**src/rtl/clock_set_controller_pkg.sv**
```systemverilog
// Shared types, field limits and small helpers for the clock-setting sequencer.
package clock_pkg;

    typedef enum logic [2:0] {
        ST_RUN    = 3'd0,
        ST_SET_H  = 3'd1,
        ST_SET_M  = 3'd2,
        ST_SET_S  = 3'd3,
        ST_COMMIT = 3'd4
    } state_e;

    typedef enum logic [1:0] {
        FIELD_NONE    = 2'd0,
        FIELD_HOURS   = 2'd1,
        FIELD_MINUTES = 2'd2,
        FIELD_SECONDS = 2'd3
    } field_e;

    localparam logic [7:0] MAX_HOURS   = 8'd23;
    localparam logic [7:0] MAX_MINUTES = 8'd59;
    localparam logic [7:0] MAX_SECONDS = 8'd59;

    // Out-of-range timekeeper values are replaced by zero when captured.
    function automatic logic [7:0] clamp_field(input logic [7:0] v, input logic [7:0] max_v);
        return (v > max_v) ? 8'd0 : v;
    endfunction

    // Modulo increment of one time field.
    function automatic logic [7:0] wrap_inc(input logic [7:0] v, input logic [7:0] max_v);
        return (v >= max_v) ? 8'd0 : (v + 8'd1);
    endfunction

    function automatic logic is_set_state(input state_e s);
        return (s == ST_SET_H) || (s == ST_SET_M) || (s == ST_SET_S);
    endfunction

    function automatic field_e field_of(input state_e s);
        field_e f;
        case (s)
            ST_SET_H: f = FIELD_HOURS;
            ST_SET_M: f = FIELD_MINUTES;
            ST_SET_S: f = FIELD_SECONDS;
            default:  f = FIELD_NONE;
        endcase
        return f;
    endfunction

endpackage

```
**src/rtl/clock_set_controller_if.sv**
```systemverilog
// Timekeeper-facing bus: current time in, run enable and load request out.
interface clock_set_controller_if;
    logic [7:0] cur_hours;
    logic [7:0] cur_minutes;
    logic [7:0] cur_seconds;
    logic       run_en;
    logic       load_en;
    logic [7:0] load_hours;
    logic [7:0] load_minutes;
    logic [7:0] load_seconds;

    modport master (
        input  cur_hours, cur_minutes, cur_seconds,
        output run_en, load_en, load_hours, load_minutes, load_seconds
    );

    modport slave (
        output cur_hours, cur_minutes, cur_seconds,
        input  run_en, load_en, load_hours, load_minutes, load_seconds
    );
endinterface

```
**src/rtl/clock_set_controller_button_conditioner.sv**
```systemverilog
// Raw push-button conditioning: 2-flop synchronizer, level debounce,
// one-cycle press pulse on each debounced rising edge, and held level.
module button_conditioner #(
    parameter int DEBOUNCE_CYCLES = 500000
) (
    input  logic CLK,
    input  logic RST,
    input  logic btn_i,
    output logic pulse_o,
    output logic held_o
);

    localparam int CNT_W = (DEBOUNCE_CYCLES > 1) ? $clog2(DEBOUNCE_CYCLES) : 1;
    localparam logic [CNT_W-1:0] CNT_MAX = CNT_W'(DEBOUNCE_CYCLES - 1);

    logic             sync1_q;
    logic             sync2_q;
    logic             level_q;
    logic             pulse_q;
    logic [CNT_W-1:0] cnt_q;

    // Bring the asynchronous button into the CLK domain.
    always_ff @(posedge CLK or negedge RST) begin
        if (!RST) begin
            sync1_q <= 1'b0;
            sync2_q <= 1'b0;
        end else begin
            sync1_q <= btn_i;
            sync2_q <= sync1_q;
        end
    end

    // Accept a new level only after a full run of differing samples.
    always_ff @(posedge CLK or negedge RST) begin
        if (!RST) begin
            cnt_q   <= '0;
            level_q <= 1'b0;
            pulse_q <= 1'b0;
        end else begin
            pulse_q <= 1'b0;
            if (sync2_q == level_q) begin
                cnt_q <= '0;
            end else if (cnt_q == CNT_MAX) begin
                cnt_q   <= '0;
                level_q <= sync2_q;
                pulse_q <= sync2_q;
            end else begin
                cnt_q <= cnt_q + CNT_W'(1);
            end
        end
    end

    assign pulse_o = pulse_q;
    assign held_o  = level_q;

endmodule

```
**src/rtl/clock_set_controller.sv**
```systemverilog
// Button-driven HH:MM:SS editing sequencer in front of the timekeeper.
module clock_set_controller
    import clock_pkg::*;
#(
    parameter int CLOCK_FREQ          = 50000000,
    parameter int DEBOUNCE_CYCLES     = 500000,
    parameter int REPEAT_DELAY_CYCLES = 25000000,
    parameter int REPEAT_RATE_CYCLES  = 5000000,
    parameter int TIMEOUT_CYCLES      = 500000000
) (
    input  logic                    CLK,
    input  logic                    RST,
    input  logic                    MODE_BTN,
    input  logic                    INC_BTN,
    clock_set_controller_if.master  tk,
    output logic [1:0]              edit_field,
    output logic                    blink
);

    localparam int BLINK_HALF = (CLOCK_FREQ / 2 > 0) ? (CLOCK_FREQ / 2) : 1;

    logic        mode_pulse_s, mode_held_unused_s;
    logic        inc_pulse_s, inc_held_s;

    state_e      state_q, state_d;
    logic [7:0]  hours_q, hours_d;
    logic [7:0]  minutes_q, minutes_d;
    logic [7:0]  seconds_q, seconds_d;
    logic [31:0] rpt_q, rpt_d;
    logic        rpt_rep_q, rpt_rep_d;
    logic [31:0] idle_q, idle_d;
    logic [31:0] blink_cnt_q, blink_cnt_d;
    logic        blink_q, blink_d;
    logic        run_en_q, run_en_d;
    logic        load_en_q, load_en_d;
    field_e      field_q, field_d;

    logic        in_set_s, inc_fire_s, rpt_fire_s, event_s, timeout_s, state_change_s;

    button_conditioner #(.DEBOUNCE_CYCLES(DEBOUNCE_CYCLES)) u_mode (
        .CLK     (CLK),
        .RST     (RST),
        .btn_i   (MODE_BTN),
        .pulse_o (mode_pulse_s),
        .held_o  (mode_held_unused_s)
    );

    button_conditioner #(.DEBOUNCE_CYCLES(DEBOUNCE_CYCLES)) u_inc (
        .CLK     (CLK),
        .RST     (RST),
        .btn_i   (INC_BTN),
        .pulse_o (inc_pulse_s),
        .held_o  (inc_held_s)
    );

    // rpt_q counts cycles since the press (or last repeat); zero means idle.
    assign in_set_s   = is_set_state(state_q);
    assign rpt_fire_s = in_set_s && inc_held_s && (rpt_q != 32'd0) &&
                        ((!rpt_rep_q && (rpt_q == 32'(REPEAT_DELAY_CYCLES))) ||
                         ( rpt_rep_q && (rpt_q == 32'(REPEAT_RATE_CYCLES))));
    assign inc_fire_s = inc_pulse_s || rpt_fire_s;
    assign event_s    = mode_pulse_s || inc_fire_s;
    assign timeout_s  = in_set_s && !event_s && (idle_q == 32'(TIMEOUT_CYCLES - 1));
    assign state_change_s = (state_d != state_q);

    // Next state and edited field values; MODE outranks any increment.
    always_comb begin
        state_d   = state_q;
        hours_d   = hours_q;
        minutes_d = minutes_q;
        seconds_d = seconds_q;
        case (state_q)
            ST_RUN: begin
                if (mode_pulse_s) begin
                    hours_d   = clamp_field(tk.cur_hours,   MAX_HOURS);
                    minutes_d = clamp_field(tk.cur_minutes, MAX_MINUTES);
                    seconds_d = clamp_field(tk.cur_seconds, MAX_SECONDS);
                    state_d   = ST_SET_H;
                end else begin
                    state_d = ST_RUN;
                end
            end
            ST_SET_H: begin
                if (mode_pulse_s)    state_d = ST_SET_M;
                else if (timeout_s)  state_d = ST_RUN;
                else if (inc_fire_s) hours_d = wrap_inc(hours_q, MAX_HOURS);
                else                 state_d = ST_SET_H;
            end
            ST_SET_M: begin
                if (mode_pulse_s)    state_d = ST_SET_S;
                else if (timeout_s)  state_d = ST_RUN;
                else if (inc_fire_s) minutes_d = wrap_inc(minutes_q, MAX_MINUTES);
                else                 state_d = ST_SET_M;
            end
            ST_SET_S: begin
                if (mode_pulse_s)    state_d = ST_COMMIT;
                else if (timeout_s)  state_d = ST_RUN;
                else if (inc_fire_s) seconds_d = wrap_inc(seconds_q, MAX_SECONDS);
                else                 state_d = ST_SET_S;
            end
            ST_COMMIT: state_d = ST_RUN;
            default:   state_d = ST_RUN;
        endcase
    end

    // Repeat, idle and blink counters plus registered output values.
    always_comb begin
        rpt_d       = rpt_q;
        rpt_rep_d   = rpt_rep_q;
        idle_d      = idle_q;
        blink_cnt_d = blink_cnt_q;
        blink_d     = blink_q;

        if (!in_set_s || state_change_s || mode_pulse_s || !inc_held_s) begin
            rpt_d     = 32'd0;
            rpt_rep_d = 1'b0;
        end else if (inc_pulse_s) begin
            rpt_d     = 32'd1;
            rpt_rep_d = 1'b0;
        end else if (rpt_fire_s) begin
            rpt_d     = 32'd1;
            rpt_rep_d = 1'b1;
        end else if (rpt_q != 32'd0) begin
            rpt_d = rpt_q + 32'd1;
        end else begin
            rpt_d = 32'd0;
        end

        if (!in_set_s || state_change_s || event_s) begin
            idle_d = 32'd0;
        end else begin
            idle_d = idle_q + 32'd1;
        end

        if ((state_change_s && (state_d == ST_SET_H)) || !is_set_state(state_d)) begin
            blink_cnt_d = 32'd0;
            blink_d     = 1'b0;
        end else if (blink_cnt_q == 32'(BLINK_HALF - 1)) begin
            blink_cnt_d = 32'd0;
            blink_d     = ~blink_q;
        end else begin
            blink_cnt_d = blink_cnt_q + 32'd1;
        end

        run_en_d  = (state_d == ST_RUN);
        load_en_d = (state_d == ST_COMMIT);
        field_d   = field_of(state_d);
    end

    // State, counters and outputs; reset discards any edit in progress.
    always_ff @(posedge CLK or negedge RST) begin
        if (!RST) begin
            state_q     <= ST_RUN;
            hours_q     <= 8'd0;
            minutes_q   <= 8'd0;
            seconds_q   <= 8'd0;
            rpt_q       <= 32'd0;
            rpt_rep_q   <= 1'b0;
            idle_q      <= 32'd0;
            blink_cnt_q <= 32'd0;
            blink_q     <= 1'b0;
            run_en_q    <= 1'b1;
            load_en_q   <= 1'b0;
            field_q     <= FIELD_NONE;
        end else begin
            state_q     <= state_d;
            hours_q     <= hours_d;
            minutes_q   <= minutes_d;
            seconds_q   <= seconds_d;
            rpt_q       <= rpt_d;
            rpt_rep_q   <= rpt_rep_d;
            idle_q      <= idle_d;
            blink_cnt_q <= blink_cnt_d;
            blink_q     <= blink_d;
            run_en_q    <= run_en_d;
            load_en_q   <= load_en_d;
            field_q     <= field_d;
        end
    end

    assign tk.run_en       = run_en_q;
    assign tk.load_en      = load_en_q;
    assign tk.load_hours   = hours_q;
    assign tk.load_minutes = minutes_q;
    assign tk.load_seconds = seconds_q;
    assign edit_field      = field_q;
    assign blink           = blink_q;

endmodule

```
**src/flat_wrapper.sv**
```systemverilog
// flat-port wrapper written by rule: the top's interface ports become plain ports
module clock_set_controller_flat import clock_pkg::*;
#(
    parameter int CLOCK_FREQ          = 50000000,
    parameter int DEBOUNCE_CYCLES     = 500000,
    parameter int REPEAT_DELAY_CYCLES = 25000000,
    parameter int REPEAT_RATE_CYCLES  = 5000000,
    parameter int TIMEOUT_CYCLES      = 500000000
)
  (CLK, RST, MODE_BTN, INC_BTN, edit_field, blink, tk_cur_hours, tk_cur_minutes, tk_cur_seconds, tk_run_en, tk_load_en, tk_load_hours, tk_load_minutes, tk_load_seconds);
  clock_set_controller_if tk_i ();
  input  logic CLK;
  input  logic RST;
  input  logic MODE_BTN;
  input  logic INC_BTN;
  output logic [1:0] edit_field;
  output logic blink;
  input wire logic [$bits(tk_i.cur_hours)-1:0] tk_cur_hours;
  input wire logic [$bits(tk_i.cur_minutes)-1:0] tk_cur_minutes;
  input wire logic [$bits(tk_i.cur_seconds)-1:0] tk_cur_seconds;
  output wire logic [$bits(tk_i.run_en)-1:0] tk_run_en;
  output wire logic [$bits(tk_i.load_en)-1:0] tk_load_en;
  output wire logic [$bits(tk_i.load_hours)-1:0] tk_load_hours;
  output wire logic [$bits(tk_i.load_minutes)-1:0] tk_load_minutes;
  output wire logic [$bits(tk_i.load_seconds)-1:0] tk_load_seconds;
  assign tk_i.cur_hours = tk_cur_hours;
  assign tk_i.cur_minutes = tk_cur_minutes;
  assign tk_i.cur_seconds = tk_cur_seconds;
  assign tk_run_en = tk_i.run_en;
  assign tk_load_en = tk_i.load_en;
  assign tk_load_hours = tk_i.load_hours;
  assign tk_load_minutes = tk_i.load_minutes;
  assign tk_load_seconds = tk_i.load_seconds;
  clock_set_controller #(.CLOCK_FREQ(CLOCK_FREQ), .DEBOUNCE_CYCLES(DEBOUNCE_CYCLES), .REPEAT_DELAY_CYCLES(REPEAT_DELAY_CYCLES), .REPEAT_RATE_CYCLES(REPEAT_RATE_CYCLES), .TIMEOUT_CYCLES(TIMEOUT_CYCLES)) u_core (.CLK(CLK), .RST(RST), .MODE_BTN(MODE_BTN), .INC_BTN(INC_BTN), .tk(tk_i), .edit_field(edit_field), .blink(blink));
endmodule
```
**config.mk**
```make
export PLATFORM = sky130hd
export DESIGN_NAME = clock_set_controller_flat
export DESIGN_NICKNAME = d
export VERILOG_FILES = /design/src/rtl/clock_set_controller_pkg.sv /design/src/rtl/clock_set_controller_if.sv /design/src/rtl/clock_set_controller_button_conditioner.sv /design/src/rtl/clock_set_controller.sv /design/src/flat_wrapper.sv
export SDC_FILE = /design/constraint.sdc
export NUM_CORES = 1
export LEC_CHECK = 0
export CAP_MARGIN = 10
export CORE_AREA = 2 2 153 155
export DETAILED_ROUTE_END_ITERATION = 10
export DIE_AREA = 0 0 155 157
export PLACE_DENSITY = 0.63
export SLEW_MARGIN = 20
export SYNTH_ARGS = -nofsm -noshare
export SYNTH_HDL_FRONTEND = slang
export SYNTH_HIERARCHICAL = 1
export SYNTH_SLANG_ARGS = --single-unit
```
**constraint.sdc**
```tcl
create_clock -name CLK -period 4.2 [get_ports CLK]
set_clock_uncertainty 0.2 [all_clocks]
set_input_delay 1.05 -clock CLK [delete_from_list [all_inputs] [get_ports CLK]]
set_output_delay 1.05 -clock CLK [all_outputs]
set_load 0.005 [all_outputs]
```
; Yosys cells after proc, flatten, opt, wreduce, memory -nomap -nowiden
; Index checks and enable logic that the tools add are counted.
[word_totals]
ff_bits = 175
in_bits = 28
out_inout_bits = 29
elab_cells = 156
[op_classes]
add_sub_neg = 8
order_cmp = 6
n_eq_ne = 26
muxes = 53
bitwise_logic = 3
n_reduce_logical = 38
[ops]
columns = op, n
row1 = two-way mux 32 bit, 7
row2 = two-way mux 8 bit, 18
row3 = "adder 32 x 1 -> 32 bit, second input constant", 3
row4 = two-way mux 19 bit, 4
row5 = "equality test 32 x 25 -> 1 bit, second input constant", 2
row6 = one-hot mux 8 bit (2 select lines), 3
row7 = "adder 19 x 1 -> 19 bit, second input constant", 2
row8 = "equality test 19 bit, second input constant", 2
row9 = "equality test 32 x 23 -> 1 bit, second input constant", 1
row10 = "equality test 32 x 29 -> 1 bit, second input constant", 1
row11 = nonzero test 32 bit, 1
row12 = two-way mux 3 bit, 9
row13 = "adder 8 x 1 -> 8 bit, second input constant", 3
row14 = ">= comparator 8 x 6 -> 1 bit, second input constant", 2
row15 = "> comparator 8 x 6 -> 1 bit, second input constant", 2
row16 = AND reduction 5 bit, 3
row17 = "!= test 2 bit, second input constant", 7
row18 = "equality test 3 x 2 -> 1 bit, second input constant", 4
row19 = logical OR 1 bit, 12
row20 = one-hot mux 3 bit (4 select lines), 1
row21 = two-way mux 1 bit, 10
row22 = ">= comparator 8 x 5 -> 1 bit, second input constant", 1
row23 = "> comparator 8 x 5 -> 1 bit, second input constant", 1
row24 = logical AND 1 bit, 8
row25 = 12 further kinds, 27

; Depth between registers and ports, before layout
; Gate-level depths: netlist of the first run.
[depth]
ltp_word = 20
ltp_mapped = 10
ltp_nobuf = 8

; Cells and area by module
; The synthesis of the first run kept the hierarchy.
[modules_own_cells]
columns = module, instances, cells_each, area_per_inst_um2, seq_area_each_um2
row1 = clock_set_controller, 1, 700, 6688.9, 3229.3
row2 = button_conditioner, 2, 110, 1118.6, 575.6

; Worst setup path before layout of the first run
; No wires, ideal clock.
[synth_timing]
path_kind = input to register
start = in tk_cur_minutes[3]
end = reg u_core.minutes_q[5], in the netlist u_core/tk.load_minutes[5]
setup_time_ns = 0.104
arrival_ns = 2.242
t_required_ns = 3.896
slack_ns = 1.654
stages = 6
path_buffers = 0
path_cell_list = and4_1 a2111oi_2 nand2_1 o21ai_0 a21oi_1 a221oi_1
[synth_via]
elab_chain_cells = 4
[synth_rtl]
columns = item, line
row1 = start: declaration, flat_wrapper.sv:19  ; input wire logic [$bits(tk_i.cur_minutes)-1:0] tk_cur_minutes;
row2 = > comparator 8 x 6 -> 1 bit, clock_set_controller_pkg.sv:25  ; return (v > max_v) ? 8'd0 : v;
row3 = two-way mux 8 bit, clock_set_controller_pkg.sv:25
row4 = two-way mux 8 bit, clock_set_controller.sv:74  ; if (mode_pulse_s) begin
row5 = one-hot mux 8 bit (2 select lines), clock_set_controller.sv:72  ; case (state_q)
row6 = end signal: assignment, clock_set_controller.sv:168  ; minutes_q <= minutes_d;
row7 = end: declaration, clock_set_controller.sv:27  ; logic [7:0] minutes_q, minutes_d;
; No other way between the ends. The select of a mux whose other input is x is not followed.
; A chain may end at the register's enable or synchronous reset.

; Worst setup path after layout of the first run
; Same ends and word-level chain as after synthesis.

==> results of run 1 <==
==> power groups by stage <==
stage	Sequential, W	Clock [W]	Combinational [W]
final	0.00170	0.00158	0.0000912
after CTS	0.00170	0.00164	0.0000953
after detailed placement	0.00173	0	0.0000952
after floorplan	0.00173	0	0.0000242
after global placement	0.00173	0	0.0000948
after global routing	0.00170	0.00170	0.000104
==> metrics by stage <==
step / total power (W) / hold WS, ns
5_1_grt: 0.003508 / 0.1587
4_1_cts: 0.003431 / 0.1586
6_report: 0.003374 / 0.1578
2_1_floorplan: 0.001753 / 0.1312
3_3_place_gp: 0.001827 / 0.1352
3_5_place_dp: 0.001827 / 0.1472
==> worst register-to-register path: cells and delay by family, from the launching register on <==
kind	cells	cell delay [ns]
buffers and inverters	1	0.31
flip-flops	1	0.61
AND/OR/NAND/NOR	6	1.47
==> kinds of logic (layout without fill, tap and decap cells) <==
| logic type | Yosys count | count (layout) |
|---|---|---|
| AND/OR/NAND/NOR | 490 | 490 |
| flip-flops | 175 | 175 |
| XOR/XNOR | 123 | 123 |
| AO/OA/AOI/OAI | 74 | 74 |
| buffers and inverters | 46 | 116 |
| adder cells (fa/ha/maj) | 9 | 9 |
| multiplexers | 3 | 3 |
==> registers in the layout, summed over array words and instances (netlist names), 2 cells and up <==
register	count
u_core/tk.load_seconds	8
u_core/edit_field	2
u_core/blink_cnt_q	32
u_core/rpt_q	32
u_core/tk.load_hours	8
u_core/state_q	3
u_core/idle_q	32
u_core/tk.load_minutes	8
u_core/u_inc/cnt_q	19
u_core/u_mode/cnt_q	19
==> worst paths after layout <==
| kind | from | endpoint | slack [ns] | depth (start not counted) |
|---|---|---|---|---|
| worst min register to register | u_core/u_mode/sync1_q | u_core/u_mode/sync2_q | 0.16 | 0 |
| worst min-delay path | u_core/u_mode/sync1_q | u_core/u_mode/sync2_q | 0.16 | 0 |
| worst max register to register | u_core/state_q[1] | u_core/rpt_q[30] | 1.47 | 7 |
| max in group asynchronous | RST | u_core/u_inc/cnt_q[17] | 2.65 | 2 |
| min in group asynchronous | RST | u_core/blink_cnt_q[29] | 0.38 | 1 |
| worst max-delay path | tk_cur_minutes[3] | u_core/tk.load_minutes[5] | 1.33 | 7 |
==> routing by layer <==
layer	vias up	part of all wire, %	global-route usage, %
met2	102	45	25.27
met1	3215	51	23.12
met4	0	0.37	2.822
met3	4	3.5	3.800
met5	-	0	0
li1	3309	-	-
==> cell usage in the layout, fill, tap and decap left out, types with 3 or more instances in the layout <==
master and count:
xor2_1 64, a21oi_2 3, clkbuf_16 17, ha_1 9
a21oi_1 21, or3_1 6, nand2_1 71, o31ai_1 4
mux2_2 3, nor4b_1 6, and3_1 21, nor2_1 176
or4_4 3, a22oi_1 3, or2_2 3, clkinvlp_4 4
and2_1 7, and4_1 14, nand4_1 42, nor3_1 29
nor2b_1 10, clkdlybuf4s50_1 55, a221o_1 3, nor4_1 18
dfrtp_1 174, inv_6 5, nor3b_1 7, buf_4 4
nand3_1 54, o2bb2ai_1 3, o21ai_0 10, or4_1 3
inv_1 23, xnor2_1 59
==> synthesized netlist by cell type, drive strengths merged (5+ instances only) <==
cell type / count / area (sq um)
buf: 18 / 126.4
nor3: 30 / 155.1
nor3b: 7 / 52.55
and2: 7 / 43.79
nor4: 19 / 133.9
nand4: 44 / 287.8
or2: 5 / 33.79
inv: 23 / 86.33
clkbuf: 5 / 21.27
o21ai: 11 / 58.81
xor2: 64 / 560.5
or3: 6 / 37.54
o31ai: 6 / 72.57
nor2b: 10 / 62.56
or4: 6 / 56.30
a21oi: 25 / 147.7
ha: 9 / 112.6
nor2: 176 / 660.6
nand2: 72 / 272.8
xnor2: 59 / 516.8
nor4b: 6 / 52.55
nand3: 54 / 270.3
dfrtp: 174 / 4354
and3: 22 / 138.9
and4: 16 / 142.6
==> final cells by class <==
class	instances	area, sq um
tap	285	356.6
timing repair buffer	62	631.9
sequential	175	4380
inverter	23	86.33
multi-input combinational	699	4312
clock inverter	13	153.9
fill	2110	12150
clock buffer	18	429.2
==> summary.md, run 1 <==
| Metric | Value |
|---|---|
| Pin count of the biggest net entering global routing | 67 |
| Height of the die | 157 um |
| Critical Path Slowest Stage Cell | a2111oi_2 |
| Crit path max fanout | 7 |
| Vias/cell | 5.200 |
| Post-synth EDFFs | 0 |
| Antenna-violating nets left | 0 |
| DRT iter0 DRCs | 465 |
| Die width | 155 um |
| DP Area | 9767 sq um |
| Root buffer cell | clkbuf_16 |
| Crit path cell chain | clkdlybuf4s50_1 > and4_1 > a2111oi_2 > nand2_1 > o21ai_0 > a21oi_1 > a221oi_1 |
| Maximum clock path buffer count | 2 |
| Syn_nets | 957 |
| Combinational power share | 2.7% |
| Final RePlAce weighted congestion | 0.8316 |
| Initial antenna violation count | 0 |
| I/O Buffers | 56 |
| Final min period | 2.868 ns |
| Crit Path Class | in2reg |
| Hold/Removal Path Class | reg2reg |
| RSZ-0062 raised after global routing | no |
| Residual DRC | 0 |
| Startpoint Class | primary input |
| Post-CTS Setup Bufs | 0 |
| Post-Syn Area | 8926 sq um |
| Fin nets | 1015 |
| Clk pwr share | 46.9% |
| Int Pwr | 0.002616 W |
| PwrDens | 326.0 nW/um^2 |
| Slew margin rel. | 51.16% |
| Setup_tns | 0 ns |
| Worst skew pair latency | 0.43 ns |
| Clk slew on worst S/H paths | 0.07 ns |
| TritonCTS Buffers | 17 |
| CTS H-tree depth | 4 |
| Compound-gate portion of the synthesized area | 6.574% |
| Primary FF master, synth | dfrtp_1 |
| Post-Syn Instances | 920 |
| Leakage power total | 3.998 nW |
| Global route overflow | 0 |
| Pins Over Slew Limit | 0 |
| #FFs+latches synth | 175 |
| PostCTS Resize Cnt | 0 |
| Critical Path AT | 2.99 ns |
| Vias post-DR | 6630 |
| Final hold vios | 0 |
| Reported max-cap violation count | 0 |
| CP peak stage delay | 0.70 ns |
| First-pass GRT wire length | 32.02 mm |
| Ports | 57 |
| Row cnt | 55 |
| Status | finished, final reports clean |
| Die area | 24340 sq um |
| Vias in the first global route | 6490 |
| Placed Cells | 1244 |
| Avg Inst Size Synth | 9.702 sq um |
| Worst Setup End Kind | flop |
| Critical path required time | 4.32 ns |
| Final setup viols | 0 |
| Peak VDD IR | 0.0001601 V |
| Largest family of logic cells by synthesized area | simple AND/OR/NAND/NOR gates |
| Clock tree from TritonCTS | yes |
| Final period utilization | 68.28% |
| Seq pwr share | 50.4% |
| Initial core utilization | 39.67% |
| Final HPWL DP | 12.70 mm |
| Routed WL | 18.55 mm |
| Utilization after layout | 45.99% |
| Synth warnings | 6 |
| Post-synthesis mux area share | 0.3785% |
| Final cell count without fillers | 1275 |
| Max Fclk | 0.3487 GHz |
| Layout cell share with drive strength beyond 1 | 7.273% |
| Layout area overhead | 15.95% |
| Average wire per standard cell | 14.55 um |
| CTS Sinks | 175 |
| Switch share | 22.47% |
| Core area | 22500 sq um |
| Crit-path leading delay family | compound AO/OA/AOI/OAI gates |
| Adder-cell share of the synthesized area | 1.262% |
| TritonRoute pass-1 iters | 5 |
| Min setup slack post-route | 1.332 ns |
| Psw | 0.0007580 W |
| DP Worst Slack | 0.9403 ns |
| Area share of xor/xnor cells in the synthesized design | 12.07% |
| Antenna fix cells | 0 |
| Final instance area | 10350 sq um |
| Buffers plus inverters on the worst setup path | 1 |
| Post-synth ARST share | 100.0% |
| Seq/Total Area, Yosys | 49.07% |
| Simple-gate share of the synthesized area | 28.02% |
| Unique masters post-synth | 73 |
| Worst-Margin Slew | 0.7141 ns |
| Post-CTS Hold Buffers | 0 |
| Overall Global Routing Usage | 16.13% |
(Power assumes the default switching activity.)
==> run 2: changes to the inputs <==
Clock period 4.2 ns to 2.8 ns, I/O delays scaled along.
==> run 2 against run 1 <==
  * Worst hold slack got worse by 0.14 ns
  * Critical path type is now reg2reg
  * Clock-buffer cell count increased by 3
  * Sequential power increased by 50%
  * Clock power increased by 39%
  * First-iteration DRC count decreased by 26%
  * Cell count increased by 0.86%
  * Wire length increased by 0.74%
  * Register-to-register slack got worse by 1.2 ns
  * Core utilization increased by 0.39 points
  * Die area unchanged
==> summary.md, run 2 (synthesized netlist as in run 1, its figures left out) <==
| Metric | Value |
|---|---|
| Combinational power share | 2.9% (+0.2 points) |
| Commonest non-fill, non-tap cell in the layout | nor2_1 |
| Antenna fix cells | 0 (unchanged) |
| Int Pwr | 0.003788 W (+45%) |
| Crit path max fanout | 8 (+1) |
| Vias post-DR | 6703 (+1.1%) |
| Max Fclk | 0.3973 GHz |
| DP Area | 9899 sq um (+1.4%) |
| DRT iter0 DRCs | 345 (-26%) |
| Vias/cell | 5.212 (+0.24%) |
| Initial core utilization | 39.67% (unchanged) |
| Reg2Reg Depth | 5 (-2) |
| Final min period | 2.517 ns |
| Hold/Removal Path Class | in2async |
| Status | finished, final reports clean |
| RSZ-0062 raised after global routing | no |
| Die area | 24340 sq um (unchanged) |
| Switch share | 22.62% (+0.15 points) |
| Final RePlAce weighted congestion | 0.8351 (+0.42%) |
| I/O Buffers | 56 (unchanged) |
| Final instance area | 10440 sq um (+0.86%) |
| Core area | 22500 sq um (unchanged) |
| Maximum clock path buffer count | 2 (unchanged) |
| Sequential Area | 4380 sq um (unchanged) |
| Worst Setup End Kind | flop |
| Clk pwr share | 45.0% (-1.9 points) |
| Fin nets | 1026 (+1.1%) |
| Clk slew on worst S/H paths | 0.07 ns (about the same) |
| Residual DRC | 0 (unchanged) |
| Critical path required time | 2.91 ns (-1.41 ns) |
| TritonRoute pass-1 iters | 4 (-1) |
| Routed WL | 18.68 mm (+0.74%) |
| Startpoint Class | flop |
| Setup_tns | 0 ns (unchanged) |
| Critical Path AT | 2.63 ns (-0.36 ns) |
| Worst-Margin Slew | 0.7074 ns (-0.006647 ns) |
| Root buffer cell | clkbuf_16 |
| PwrDens | 468.9 nW/um^2 (+44%) |
| Final HPWL DP | 13.02 mm (+2.6%) |
| Antenna-violating nets left | 0 (unchanged) |
| Vias in the first global route | 6440 (-0.77%) |
| Final period utilization | 89.90% |
| Footprint of the multi-input gates | 4312 sq um (unchanged) |
| Worst skew pair latency | 0.42 ns (about the same) |
| Seq pwr share | 52.1% (+1.7 points) |
| Final cell count without fillers | 1286 (+0.86%) |
| Placed Cells | 1255 (+0.88%) |
| Post-CTS Setup Bufs | 0 (unchanged) |
| Most frequent cells in the layout | 176 x nor2_1, 174 x dfrtp_1, 71 x nand2_1 |
| PostCTS Resize Cnt | 0 (unchanged) |
| Top Registers | u_core/blink_cnt_q (32), u_core/idle_q (32), u_core/rpt_q (32) |
| Slew margin rel. | 51.62% (+0.45 points) |
| Final hold vios | 0 (unchanged) |
| CTS Sinks | 175 (unchanged) |
| Final setup viols | 0 (unchanged) |
| Average wire per standard cell | 14.53 um (-0.12%) |
| CTS H-tree depth | 4 (unchanged) |
| Initial antenna violation count | 0 (unchanged) |
| DP Worst Slack | 0.1026 ns (-0.8377 ns) |
| TritonCTS Buffers | 17 (unchanged) |
| Post-CTS Hold Buffers | 0 (unchanged) |
| Filler cells | 2048 (-2.9%) |
| Critical R2R Capture | u_core/tk.load_seconds[1] |
| Layout area overhead | 16.95% |
| Row cnt | 55 (unchanged) |
| Worst r2r src | u_core/rpt_q[12] |
| Layout cell share with drive strength beyond 1 | 8.192% (+0.92 points) |
| Reported max-cap violation count | 0 (unchanged) |
| Clock tree from TritonCTS | yes |
| Crit Path Class | reg2reg |
| Peak VDD IR | 0.0003355 V (+110%) |
| Overall Global Routing Usage | 16.04% (-0.092 points) |
| Pin count of the biggest net entering global routing | 53 (-21%) |
| Pins Over Slew Limit | 0 (unchanged) |
| Register-to-register setup slack | 0.28 ns (-1.19 ns) |
| Psw | 0.001107 W (+46%) |
| First-pass GRT wire length | 32.03 mm (about the same) |
| Global route overflow | 0 (unchanged) |
| Die width | 155 um (unchanged) |
| Leakage power total | 4.059 nW (+1.5%) |
| Overall power | 0.004895 W (+45%) |
| Ports | 57 (unchanged) |
| Height of the die | 157 um (unchanged) |
| Min setup slack post-route | 0.2829 ns (-1.049 ns) |
==> run 2: cell types whose count changed in the layout (fill, tap and decap cells not counted) <==
cell	delta
buf_4	+7
clkbuf_8	+2
buf_12	+4
bufinv_16	-2
inv_6	-1
clkbuf_1	+1
inv_8	-1
clkinv_2	+1
==> run 2: final cells by class <==
class / instances / share of cell area (%)
timing repair buffer: 73 / 7.323
clock buffer: 21 / 4.411
sequential: 175 / 41.96
multi-input combinational: 699 / 41.30
clock inverter: 10 / 0.7551
tap: 285 / 3.416
inverter: 23 / 0.8270
==> run 2: metrics by stage <==
step / util [%] / hold WS, ns
6_report: 46.39 / 0.01597
5_1_grt: 46.39 / 0.04973
3_3_place_gp: 43.99 / 0.1364
2_1_floorplan: - / 0.1312
4_1_cts: 46.39 / 0.02335
3_5_place_dp: 43.99 / 0.1410
==> run 2: power by group through the flow <==
stage	clock, W	combinational [W]	sequential (W)
3_3_place_gp	0	0.000148	0.00260
6_report	0.00220	0.000144	0.00255
3_5_place_dp	0	0.000149	0.00260
5_1_grt	0.00237	0.000165	0.00255
4_1_cts	0.00227	0.000150	0.00255
2_1_floorplan	0	0.0000363	0.00259
==> run 2: how the worst max path moves through the flow <==
| stage | endpoint | slack, ns | from | cells past startpoint |
|---|---|---|---|---|
| floorplan | u_core/tk.load_seconds[1] | 0.46 | u_core/rpt_q[12] | 5 |
| global placement | u_core/tk.load_seconds[5] | 0.13 | tk_cur_seconds[5] | 7 |
| detailed placement | u_core/tk.load_seconds[5] | 0.10 | tk_cur_seconds[2] | 7 |
| CTS | u_core/tk.load_seconds[1] | 0.30 | u_core/rpt_q[12] | 5 |
| global route | u_core/tk.load_hours[4] | 0.09 | u_core/tk.load_hours[0] | 6 |
| finish | u_core/tk.load_seconds[1] | 0.28 | u_core/rpt_q[12] | 5 |
==> run 2: worst max-delay path, stage by stage, from the launching register on <==
cell and delay [ns]:
dfrtp_1 0.42, or4_4 0.57, nor4_4 0.37, o2111ai_1 0.27, nand2_2 0.22, mux2_2 0.35
==> run 2: metal layers <==
metal / track usage, % / routed length [um]
met1: 24.04 / 9784
met2: 23.70 / 8115
met3: 2.946 / 588
met4: 4.586 / 195
met5: 0 / 0
